<file path="src/rtl/multdiv_pkg.sv">
// Shared types and constants for the iterative multiply/divide unit and its writeback consumer.
package multdiv_pkg;

  typedef enum logic [1:0] {IDLE, RUN, DONE} state_t;
  typedef enum logic {OP_MULT, OP_DIV} op_t;

  // Writeback redirects the destination here when the exception flag is set.
  localparam int RSTATUS_REG = 30;

  localparam int MD_WIDTH = 32;
  localparam int CNT_W    = $clog2(MD_WIDTH);

endpackage

</file>
<file path="src/rtl/multdiv_unit_div_step.sv">
// One combinational restoring-divide iteration on unsigned magnitudes.
module div_step #(
  parameter int WIDTH = 32
) (
  input  logic [WIDTH-1:0] rem,
  input  logic [WIDTH-1:0] quot,
  input  logic [WIDTH-1:0] divisor,
  output logic [WIDTH-1:0] rem_next,
  output logic [WIDTH-1:0] quot_next
);

  logic [WIDTH:0] shifted;
  logic [WIDTH:0] diff;
  logic           fits;

  // rem < divisor holds every step, so the WIDTH+1 bit difference never wraps.
  always_comb begin
    shifted   = {rem, quot[WIDTH-1]};
    diff      = shifted - {1'b0, divisor};
    fits      = ~diff[WIDTH];
    rem_next  = fits ? diff[WIDTH-1:0] : shifted[WIDTH-1:0];
    quot_next = {quot[WIDTH-2:0], fits};
  end

endmodule

</file>
<file path="src/rtl/multdiv_unit.sv">
// Iterative signed multiply / restoring divide: WIDTH iterations on magnitudes, sign applied at DONE.
module multdiv_unit
  import multdiv_pkg::*;
#(
  parameter int WIDTH = MD_WIDTH
) (
  input  logic             clock,
  input  logic             reset,
  input  logic             mult,
  input  logic             div,
  input  logic [WIDTH-1:0] operandA,
  input  logic [WIDTH-1:0] operandB,
  output logic [WIDTH-1:0] result,
  output logic             resultRDY,
  output logic             exception,
  output logic             busy
);

  localparam int CW = $clog2(WIDTH);

  state_t             state;
  op_t                op;
  logic [CW-1:0]      count;
  logic [WIDTH-1:0]   b_mag;
  logic [2*WIDTH-1:0] acc;
  logic               neg;
  logic               zero_div;

  logic               start;
  logic [WIDTH:0]     mult_sum;
  logic [2*WIDTH-1:0] acc_next;
  logic [WIDTH-1:0]   rem_next;
  logic [WIDTH-1:0]   quot_next;
  logic signed [2*WIDTH-1:0] prod;
  logic [WIDTH-1:0]   final_res;
  logic               final_exc;

  function automatic logic [WIDTH-1:0] magnitude(input logic [WIDTH-1:0] v);
    return v[WIDTH-1] ? (~v + 1'b1) : v;
  endfunction

  function automatic logic [WIDTH-1:0] negate_if(input logic [WIDTH-1:0] v, input logic n);
    return n ? (~v + 1'b1) : v;
  endfunction

  function automatic logic signed [2*WIDTH-1:0] sign_wide(input logic [2*WIDTH-1:0] mag,
                                                          input logic n);
    return n ? -$signed(mag) : $signed(mag);
  endfunction

  // Product overflows when its upper half plus the result sign bit are not all equal.
  function automatic logic wide_ovf(input logic signed [2*WIDTH-1:0] p);
    logic [WIDTH:0] hi;
    hi = p[2*WIDTH-1:WIDTH-1];
    return ~((&hi) | (~|hi));
  endfunction

  assign start = (state == IDLE) & (mult ^ div);
  assign busy  = reset & ((state != IDLE) | start);

  div_step #(.WIDTH(WIDTH)) u_div_step (
    .rem       (acc[2*WIDTH-1:WIDTH]),
    .quot      (acc[WIDTH-1:0]),
    .divisor   (b_mag),
    .rem_next  (rem_next),
    .quot_next (quot_next)
  );

  // Multiply: upper half accumulates partial products, lower half shifts the multiplier out.
  always_comb begin
    mult_sum  = {1'b0, acc[2*WIDTH-1:WIDTH]} + {1'b0, (acc[0] ? b_mag : '0)};
    acc_next  = (op == OP_MULT) ? {mult_sum, acc[WIDTH-1:1]} : {rem_next, quot_next};
    prod      = sign_wide(acc_next, neg);
    final_res = '0;
    final_exc = 1'b0;
    if (op == OP_MULT) begin
      final_res = prod[WIDTH-1:0];
      final_exc = wide_ovf(prod);
    end else if (zero_div) begin
      final_res = '0;
      final_exc = 1'b1;
    end else begin
      final_res = negate_if(quot_next, neg);
      final_exc = ~neg & quot_next[WIDTH-1];
    end
  end

  // Operand/datapath registers: loaded on start, iterated in RUN, no reset needed.
  always_ff @(posedge clock) begin
    if (start) begin
      op       <= mult ? OP_MULT : OP_DIV;
      neg      <= operandA[WIDTH-1] ^ operandB[WIDTH-1];
      zero_div <= (operandB == '0);
      if (mult) begin
        b_mag <= magnitude(operandA);
        acc   <= {{WIDTH{1'b0}}, magnitude(operandB)};
      end else begin
        b_mag <= magnitude(operandB);
        acc   <= {{WIDTH{1'b0}}, magnitude(operandA)};
      end
    end else if (state == RUN) begin
      acc <= acc_next;
    end
  end

  always_ff @(posedge clock or negedge reset) begin
    if (!reset) begin
      state     <= IDLE;
      count     <= '0;
      result    <= '0;
      resultRDY <= 1'b0;
      exception <= 1'b0;
    end else begin
      case (state)
        IDLE: begin
          resultRDY <= 1'b0;
          if (mult ^ div) begin
            state <= RUN;
            count <= '0;
          end
        end
        RUN: begin
          count <= count + 1'b1;
          if (count == CW'(WIDTH - 1)) begin
            state     <= DONE;
            result    <= final_res;
            exception <= final_exc;
            resultRDY <= 1'b1;
          end
        end
        DONE: begin
          resultRDY <= 1'b0;
          state     <= IDLE;
        end
        default: state <= IDLE;
      endcase
    end
  end

endmodule
</file>
<file path="config.mk">
export PLATFORM = sky130hd
export DESIGN_NAME = multdiv_unit
export DESIGN_NICKNAME = d
export VERILOG_FILES = /design/src/rtl/multdiv_pkg.sv /design/src/rtl/multdiv_unit_div_step.sv /design/src/rtl/multdiv_unit.sv
export SDC_FILE = /design/constraint.sdc
export NUM_CORES = 1
export LEC_CHECK = 0
export CAP_MARGIN = 40
export CORE_MARGIN = 4
export CORE_UTILIZATION = 55
export CTS_BUF_LIST = sky130_fd_sc_hd__clkbuf_4 sky130_fd_sc_hd__clkbuf_8
export CTS_CLUSTER_DIAMETER = 120
export CTS_CLUSTER_SIZE = 30
export DETAILED_ROUTE_END_ITERATION = 8
export GPL_TIMING_DRIVEN = 0
export PLACE_DENSITY = 0.78
export REMOVE_ABC_BUFFERS = 1
export SLEW_MARGIN = 20
export SYNTH_ARGS = -nofsm -noshare
export SYNTH_HDL_FRONTEND = slang
export SYNTH_SLANG_ARGS = --single-unit
</file>
<file path="constraint.sdc">
create_clock -name clock -period 5.83 [get_ports clock]
set_clock_uncertainty 0.1 [all_clocks]
set_input_delay 0.8745 -clock clock [delete_from_list [all_inputs] [get_ports clock]]
set_output_delay 0.8745 -clock clock [all_outputs]
set_load 0.01 [all_outputs]
</file>
[Word-level counts from Yosys, hierarchy flattened]
Cells that the tools add are included.
W data, S select, Z words.
Storage, ports and cells
  bits in registers: 140
  bits of input ports: 68
  output and inout port bits: 35
Operators by class
  $add $sub $neg: 7
  equality and inequality tests: 5
  multiplexer cells: 23
  bitwise gates (word level): 13
  reductions and logical operators: 14
Operator list (number)
  $mux W32: 9
  $mux W64: 4
  $add A32 B1 Y32 const B: 3
  $not A32 Y32: 3
  $neg A64 Y64: 1
  $add A32 B32 Y33: 1
  $reduce_and A33 Y1: 1
  $reduce_or A33 Y1: 1
  $sub A33 B32 Y33: 1
  $logic_not A32 Y1: 1
  $pmux W5 S2: 1
  $reduce_and A2 Y1: 4
  $reduce_bool A2 Y1: 4
  $add A5 B1 Y5 const B: 1
  $eq A5 B5 Y1 const B: 1
  $mux W5: 1
  $mux W1: 4
  $mux W2: 2
  $ne A2 B1 Y1 const B: 2
  $pmux W2 S2: 1
  $and A1 B1 Y1: 3
  $not A1 Y1: 3
  $eq A2 B1 Y1 const B: 1
  $eq A2 B2 Y1 const B: 1
  other kinds (6): 8

[Longest topological paths before layout]
Gate-level depths: netlist of the first run.
  word-level depth: 10
  depth in mapped cells: 29
  mapped depth without buffers: 24

[By module]
A second synthesis of the first run with hierarchy kept.
Second synthesis, totals
  cell total of the unflattened synthesis: 1871
  area, all modules: 15816.4 µm²
Modules (own cells, without submodules)
  multdiv_unit: instances 1, cells an instance 1534, area each 13217.7 µm², seq. area each 3998.8 µm²
  div_step: instances 1, cells an instance 337, area each 2598.7 µm², seq. area each 0.0 µm²

[Worst setup path before layout of the first run]
Ideal clock, no wire load.
  path type: reg2reg
  from: reg op
  to: reg exception
  arrival: 5908 ps
  data required time: 5601 ps
  path slack: -308 ps
  cell stages (with the launch flop): 29
  period minus slack after synthesis: 6138 ps
  cell sequence: edfxtp_1 buf_6 buf_6 buf_2 buf_2 buf_2 buf_2 buf_2 buf_2 buf_2 buf_2 buf_2 buf_1 mux2i_1 ha_1 or3b_1 nor2_1 and2_1 buf_4 o41ai_1 or3b_4 or2_0 buf_2 o41ai_1 xor2_1 nor4_1 nand4_1 o31ai_1 a31oi_1
On the way
  cells in the longest elaborated chain, start to end: 8
RTL lines
  from (decl): RTL line multdiv_unit.sv:22  | op_t op;
  from (signal assigned): RTL line multdiv_unit.sv:91  | op <= mult ? OP_MULT : OP_DIV;
  $mux W64: RTL line multdiv_unit.sv:72  | acc_next = (op == OP_MULT) ? {mult_sum, acc[WIDTH-1:1]} : {rem_next, quot_next};
  $neg A64 Y64: RTL line multdiv_unit.sv:48  | return n ? -$signed(mag) : $signed(mag);
  $mux W64: RTL line multdiv_unit.sv:48
  $reduce_or A33 Y1: RTL line multdiv_unit.sv:55  | return ~((&hi) | (~|hi));
  $logic_not A1 Y1: RTL line multdiv_unit.sv:55
  $or A1 B1 Y1: RTL line multdiv_unit.sv:55
  $not A1 Y1: RTL line multdiv_unit.sv:55
  $mux W1 (*): RTL line multdiv_unit.sv:76  | if (op == OP_MULT) begin
  to (signal assigned): RTL line multdiv_unit.sv:127  | exception <= final_exc;
  to (decl): RTL line multdiv_unit.sv:15  | output logic exception,
Every way passes the cells marked *; elsewhere a longest branch is shown, timed or not.
A chain may end at the register's enable or synchronous reset.

[Worst setup path in the final report of the first run]
  from: reg b_mag[17]
  to: reg exception
On the way
  cells in the longest elaborated chain, start to end: 10
RTL lines
  from (decl): RTL line multdiv_unit.sv:24  | logic [WIDTH-1:0] b_mag;
  from (signal assigned): RTL line multdiv_unit.sv:95  | b_mag <= magnitude(operandA);
  from (signal assigned): RTL line multdiv_unit.sv:98  | b_mag <= magnitude(operandB);
  $sub A33 B32 Y33 or $mux W32 (tied branches): RTL line multdiv_unit_div_step.sv:19, multdiv_unit.sv:71
  $mux W32, or another cell as far along: RTL line multdiv_unit_div_step.sv:21  | rem_next = fits ? diff[WIDTH-1:0] : shifted[WIDTH-1:0];
  $mux W64 (*): RTL line multdiv_unit.sv:72
  $neg A64 Y64: RTL line multdiv_unit.sv:48
  $mux W64 (*): RTL line multdiv_unit.sv:48
  $reduce_or A33 Y1: RTL line multdiv_unit.sv:55
  $logic_not A1 Y1: RTL line multdiv_unit.sv:55
  $or A1 B1 Y1 (*): RTL line multdiv_unit.sv:55
  $not A1 Y1 (*): RTL line multdiv_unit.sv:55
  $mux W1 (*): RTL line multdiv_unit.sv:76
Marked as above.

==> results of run 1 <==
registers in the layout, summed over array words and instances (netlist names):
signal,flops
count,5
op,1
exception,1
resultRDY,1
acc,64
zero_div,1
state,2
neg,1
result,32
b_mag,32
what timing repair did:
action,CTS,global route
pin swaps,4,19
setup endpoints to repair,1,1
setup buffers,5,17
resized for setup,18,20
cloned,1,1
cell usage in the layout (no fill, tap or decap), types with 13 or more instances in the layout:
| cell | count |
|---|---|
| xor2_1 | 129 |
| mux2i_1 | 81 |
| nor4_1 | 14 |
| edfxtp_1 | 99 |
| xnor2_1 | 57 |
| buf_4 | 20 |
| dfrtp_1 | 41 |
| nand4_1 | 30 |
| ha_1 | 67 |
| and3_1 | 18 |
| a21o_1 | 31 |
| o21a_1 | 41 |
| and2_1 | 31 |
| clkdlybuf4s50_1 | 100 |
| nand3_1 | 41 |
| clkbuf_8 | 17 |
| a21oi_1 | 140 |
| o21ai_0 | 114 |
| nor3_1 | 32 |
| o211ai_1 | 18 |
| inv_1 | 64 |
| o221ai_1 | 31 |
| a31oi_1 | 21 |
| or3_1 | 27 |
| o31ai_1 | 36 |
| nand2b_1 | 13 |
| nand2_1 | 187 |
| nor2_1 | 143 |
worst min-delay path by stage:
stage	startpoint	endpoint	slack, ns	cells past startpoint
floorplan	count[2]	count[2]	0.37	1
global placement	resultRDY	resultRDY	0.37	2
detailed placement	result[15]	result[15]	0.38	1
CTS	reset	resultRDY	0.29	1
global route	reset	count[2]	0.32	1
finish	reset	result[28]	0.29	1
power groups by stage:
stage                     Clock [mW]  Combinational [mW]  Sequential, mW
after floorplan                    0                4.63            2.13
after global placement             0                6.27            2.24
after detailed placement           0                6.51            2.19
after CTS                      0.856                6.65            2.17
after global routing           0.897                7.51            2.24
final                          0.854                6.94            2.19
layer usage:
| layer | part of all wire | GRT usage |
|---|---|---|
| met1 | 0.43 | 0.422 |
| met2 | 0.47 | 0.504 |
| met3 | 0.080 | 0.0352 |
| met4 | 0.022 | 0.0709 |
| met5 | 0 | 0 |
cell families (layout without fill, tap and decap cells):
kind of cell,after synthesis,in the layout,share of synthesized area
XOR/XNOR,186,186,0.108
flip-flops,140,140,0.264
AO/OA/AOI/OAI,567,568,0.257
adder cells (fa/ha/maj),72,72,0.0604
AND/OR/NAND/NOR,619,619,0.204
buffers and inverters,181,251,0.0487
multiplexers,88,88,0.0586
area by class of cell:
| class | count | share of cell area |
|---|---|---|
| sequential | 140 | 0.230 |
| inverter | 72 | 0.0163 |
| clock inverter | 13 | 0.00951 |
| timing repair buffer | 147 | 0.0947 |
| multi-input combinational | 1533 | 0.610 |
| clock buffer | 18 | 0.0139 |
| tap | 341 | 0.0246 |
| timing repair inverter | 1 | 0.000432 |
through the flow:
stage	cells	setup TNS (ns)	hold WS, ns
final	2265	0	0.290
after global routing	2265	-0.113	0.325
after CTS	2247	0	0.287
after detailed placement	2210	-1.18	0.379
after global placement	2187	-408.57	0.373
after floorplan	1744	-5.30	0.371
==> results.json, run 1 <==
{
  "power_mw": 9.98,
  "cts_hold_buf": 0,
  "chipWidth_um": 174,
  "io_buffers": 102,
  "drive_gt1_frac": 0.0904,
  "timing.fmax_mhz": 173,
  "wl_per_cell_um": 21.2,
  "vias": 15100,
  "seq_area_frac_synth": 0.264,
  "synth_flop_cell": "edfxtp_1",
  "via_per_inst": 6.65,
  "cpPeakStageDelay_ns": 0.46,
  "crit_cells": 22,
  "pre_cts_ws_ns": -1.18,
  "area_delta_synth_final_pct": 14.6,
  "dpl_cell_area_um2": 16600,
  "antenna_found_initial": 0,
  "start_util": 0.561,
  "grt_max_degree": 70,
  "fp.dieH_um": 174,
  "h-tree-depth": 4,
  "leakage_nw": 6.91,
  "clk_root_buffer_cell": "clkbuf_8",
  "ir_worst_vdd_mv": 0.230,
  "clkPwrFrac": 0.086,
  "ys_async_sr_fraction": 0.293,
  "tritoncts": "built",
  "core_area_um2": 27000,
  "fin_util": 0.643,
  "r2r-end": "exception",
  "path_clk_slew_ns": 0.09,
  "outcome": "completed",
  "cts_sinks": 140,
  "r2r_start": "b_mag[17]",
  "p_int_mw": 4.80,
  "grt_pass1_wl_mm": 75.1,
  "power_frac_comb": 0.695,
  "drv_cap": 0,
  "synthesis.area_um2": 15200,
  "swShare": 0.519,
  "maxSlewViolCount": 0,
  "crit_family": "simple AND/OR/NAND/NOR gates",
  "drt_iter0_drc": 1685,
  "dpl.hpwl_mm": 36.7,
  "end_kind": "register",
  "track_usage": 0.302,
  "synth_cell_type_count": 105,
  "drt_pre_antenna_iters": 6,
  "syn_inst": 1853,
  "critPathLaunch": "b_mag[17]",
  "power_density_nw_per_um2": 575,
  "diodes": 0,
  "rows": 60,
  "cp_cell_sequence": "inv_1 > ha_2 > a21oi_2 > o211ai_1 > a211o_1 > a21o_2 > nor3_4 > nor2_4 > a21oi_2 > ha_2 > or3b_4 > nor2_4 > and2_4 > o41ai_4 > or3b_4 > or2_4 > o41ai_4 > xor2_1 > nor4_2 > nand4_1 > o31ai_1 > a31oi_1",
  "drc": 0,
  "rsz0062_at_grt": "yes",
  "globalplace.congestion": 0.966,
  "rr_worst_depth": 22,
  "timing.final.crit_period_ns": 5.80,
  "setup_slack_ns": 0.0335,
  "grt_pass1_vias": 14100,
  "worst_path_max_delay_cell": "or3b_4",
  "hold_violations": 0,
  "synth.top_cell.area_share": 0.196,
  "numCtsBuffers": 17,
  "cts_max_path_buffers": 2,
  "cp-start-kind": "register",
  "hold_path_class": "input pin to asynchronous set/reset pin",
  "worst_slew_margin_rel": 0.370,
  "endpoint": "exception",
  "seq_power_share": 0.219,
  "cp.required_ns": 6.06,
  "dieArea_um2": 30300,
  "critPathMaxFanout": 9,
  "ys_ff_latch": 140,
  "fin_nets": 2052,
  "yosysWarnings": 0,
  "fin_crit_sh": 0.994,
  "ioPinCount": 103,
  "critPathKind": "register to register",
  "multi_input_area_um2": 10600,
  "fill_cells": 2256,
  "synth_most_common_cell": "nand2_1",
  "grt_overflow": 0,
  "yosys-top-cells-count": "190 x nand2_1, 145 x nor2_1, 141 x a21oi_1",
  "crit_arrival_ns": 6.02,
  "synth_area_leaders": "edfxtp_1 20%, xor2_1 7.5%, dfrtp_1 6.8%",
  "synth_area_leader_cell": "edfxtp_1",
  "clock_latency_ns": 0.46,
  "postSynthAreaPerCell_um2": 8.18,
  "p_switching_mw": 5.18,
  "final_cell_area_um2": 17400,
  "ant_nets": 0,
  "finalSetupViolCount": 0,
  "worst-path-buf-inv": 1,
  "synth_edf_count": 99,
  "routed_wirelength_mm": 48.0,
  "rrSetupSlack_ns": 0.03,
  "register_area_um2": 4000,
  "tightest_slew_ns": 0.941
}
(Power assumes the default switching activity.)
==> run 2: changes to the inputs <==
ABC_CLOCK_PERIOD_IN_PS = 5830   (was unset)
==> results of run 2 <==
Same layout as run 1: the final DEF is identical, and so are final timing and power.
==> run 3: changes to the inputs <==
CORE_UTILIZATION = 43   (was 55)
PLACE_DENSITY = 0.64   (was 0.78)
==> run 3 against run 2 <==
Highest routed layer unchanged. Non-clock buffer count shrank 4. Setup slack improved by 0.060 ns. Combinational power rose by 1%. Clock power is 9.5% higher. Worst hold slack lost 0.061 ns. Final cell count increased by 4.9%. Register-to-register slack improved by 0.06 ns. Maximum frequency grew 1.0%. Die area rose by 27%. Critical endpoint unchanged.
==> results.json, run 3 (synthesis gave the netlist of run 1 again) <==
{
  "outcome": "completed",
  "vias": 14900,
  "cts_max_path_buffers": 2,
  "critPathKind": "register to register",
  "end_kind": "register",
  "routed_wirelength_mm": 50.3,
  "fill_cells": 3264,
  "rrSetupSlack_ns": 0.09,
  "drc": 0,
  "tns_ns": 0,
  "top_usage_layer": "met2",
  "worst_slew_margin_rel": 0.366,
  "timing.final.crit_period_ns": 5.74,
  "power_density_nw_per_um2": 582,
  "tritoncts": "built",
  "r2r_start": "acc[31]",
  "via_per_inst": 6.26,
  "hold_path_class": "input pin to asynchronous set/reset pin",
  "drt_iter0_drc": 1465,
  "grt_pass1_wl_mm": 79.4,
  "ir_worst_vdd_mv": 0.240,
  "grt_pass1_vias": 14300,
  "power_mw": 10.1,
  "leakage_nw": 6.84,
  "grt_use_met2": 0.420,
  "cp.required_ns": 6.08,
  "cp-start-kind": "register",
  "io_buffers": 102,
  "largest_reg_flops": 64,
  "pre_cts_ws_ns": -1.40,
  "drv_cap": 0,
  "finalSetupViolCount": 0,
  "wl_per_cell_um": 21.2,
  "maxSlewViolCount": 0,
  "fin_nets": 2047,
  "cts_sinks": 140,
  "rows": 68,
  "final_cell_mix": "188 x nand2_1, 144 x nor2_1, 138 x a21oi_1, 129 x xor2_1, 114 x o21ai_0",
  "drive_gt1_frac": 0.0927,
  "rr_worst_depth": 24,
  "critPathMaxFanout": 7,
  "core_area_um2": 34600,
  "grt_overflow": 0,
  "h-tree-depth": 4,
  "numCtsBuffers": 17,
  "track_usage": 0.255,
  "antenna_found_initial": 1,
  "r2r-end": "exception",
  "timing.fmax_mhz": 174,
  "final_common_cell": "nand2_1",
  "hold_violations": 0,
  "clk_root_buffer_cell": "clkbuf_8",
  "fin_crit_sh": 0.984,
  "top_regs": "acc x64, b_mag x32, result x32",
  "use_met1": 0.351,
  "use_met3": 0.0371,
  "dieArea_um2": 38300,
  "path_clk_slew_ns": 0.08,
  "setup_slack_ns": 0.0933,
  "clock_latency_ns": 0.49,
  "final_cell_area_um2": 17400,
  "grt_max_degree": 70,
  "cts_hold_buf": 0,
  "chipWidth_um": 196,
  "regMostFlops": "acc",
  "ioPinCount": 103,
  "dpl_cell_area_um2": 16700,
  "dpl.hpwl_mm": 38.3,
  "globalplace.congestion": 0.931,
  "drt_pre_antenna_iters": 6,
  "ant_nets": 0,
  "crit_arrival_ns": 5.98,
  "start_util": 0.438,
  "fp.dieH_um": 196,
  "area_delta_synth_final_pct": 14.9,
  "tightest_slew_ns": 0.947
}
-- run 3: final cells by class --
cell class              count  area (um2)  area share
flip-flops and latches    140        4000       0.230
repair buffers            143        1510      0.0869
clock buffers              21         277      0.0159
well taps                 455         569      0.0327
clock inverters            11         166     0.00955
inverters                  72         283      0.0162
diodes                      1        2.50    0.000144
multi-input cells        1533       10600       0.609
-- run 3: power breakdown --
part / leakage, nW / switching, mW / internal [mW]
sequential: 1.49 / 0.528 / 1.67
clock: 0.227 / 0.437 / 0.498
combinational: 5.13 / 4.28 / 2.73
-- run 3: critical path, stage by stage (launching register included) --
cell      delay, ns
edfxtp_1       0.41
inv_2          0.11
ha_1           0.18
inv_1          0.06
fa_2           0.39
a211oi_4       0.29
o211ai_4       0.14
nand4_4        0.16
a21boi_4       0.12
nor3_4         0.28
nor2_4         0.11
a21oi_2        0.17
ha_2           0.22
or3b_4         0.43
nor2_4         0.13
and2_4         0.16
o41ai_2        0.12
or3b_4         0.47
or2_4          0.30
o41ai_2        0.24
xor2_1         0.15
nor4_2         0.34
nand4_1        0.16
o31ai_1        0.27
a31oi_1        0.08
-- run 3: stage by stage --
| stage | utilization | hold slack (ns) | std cells |
|---|---|---|---|
| global placement | 0.470 | 0.373 | 2301 |
| CTS | 0.497 | 0.213 | 2362 |
| floorplan | - | 0.371 | 1744 |
| detailed placement | 0.481 | 0.379 | 2324 |
| finish | 0.503 | 0.229 | 2376 |
| global route | 0.503 | 0.247 | 2375 |
-- run 3: what timing repair did --
action	4_1_cts	5_1_grt
setup buffers	5	11
cloned	1	0
resized for setup	17	23
pin swaps	4	9
endpoints found under the setup margin	2	1
-- run 3: per-layer routing --
metal / up-vias / part of all wire
met5: - / 0
met4: 0 / 0.021
met3: 79 / 0.066
met2: 631 / 0.47
met1: 7168 / 0.45
li1: 6989 / -
-- run 3: worst max path at each step --
stage	from	endpoint	slack, ns	cells past startpoint
2_1_floorplan	op	exception	-1.44	12
3_3_place_gp	op	exception	-4.74	12
3_5_place_dp	acc[31]	exception	-1.40	24
4_1_cts	acc[31]	exception	0.005	24
5_1_grt	acc[0]	exception	-0.03	20
6_report	acc[31]	exception	0.09	24
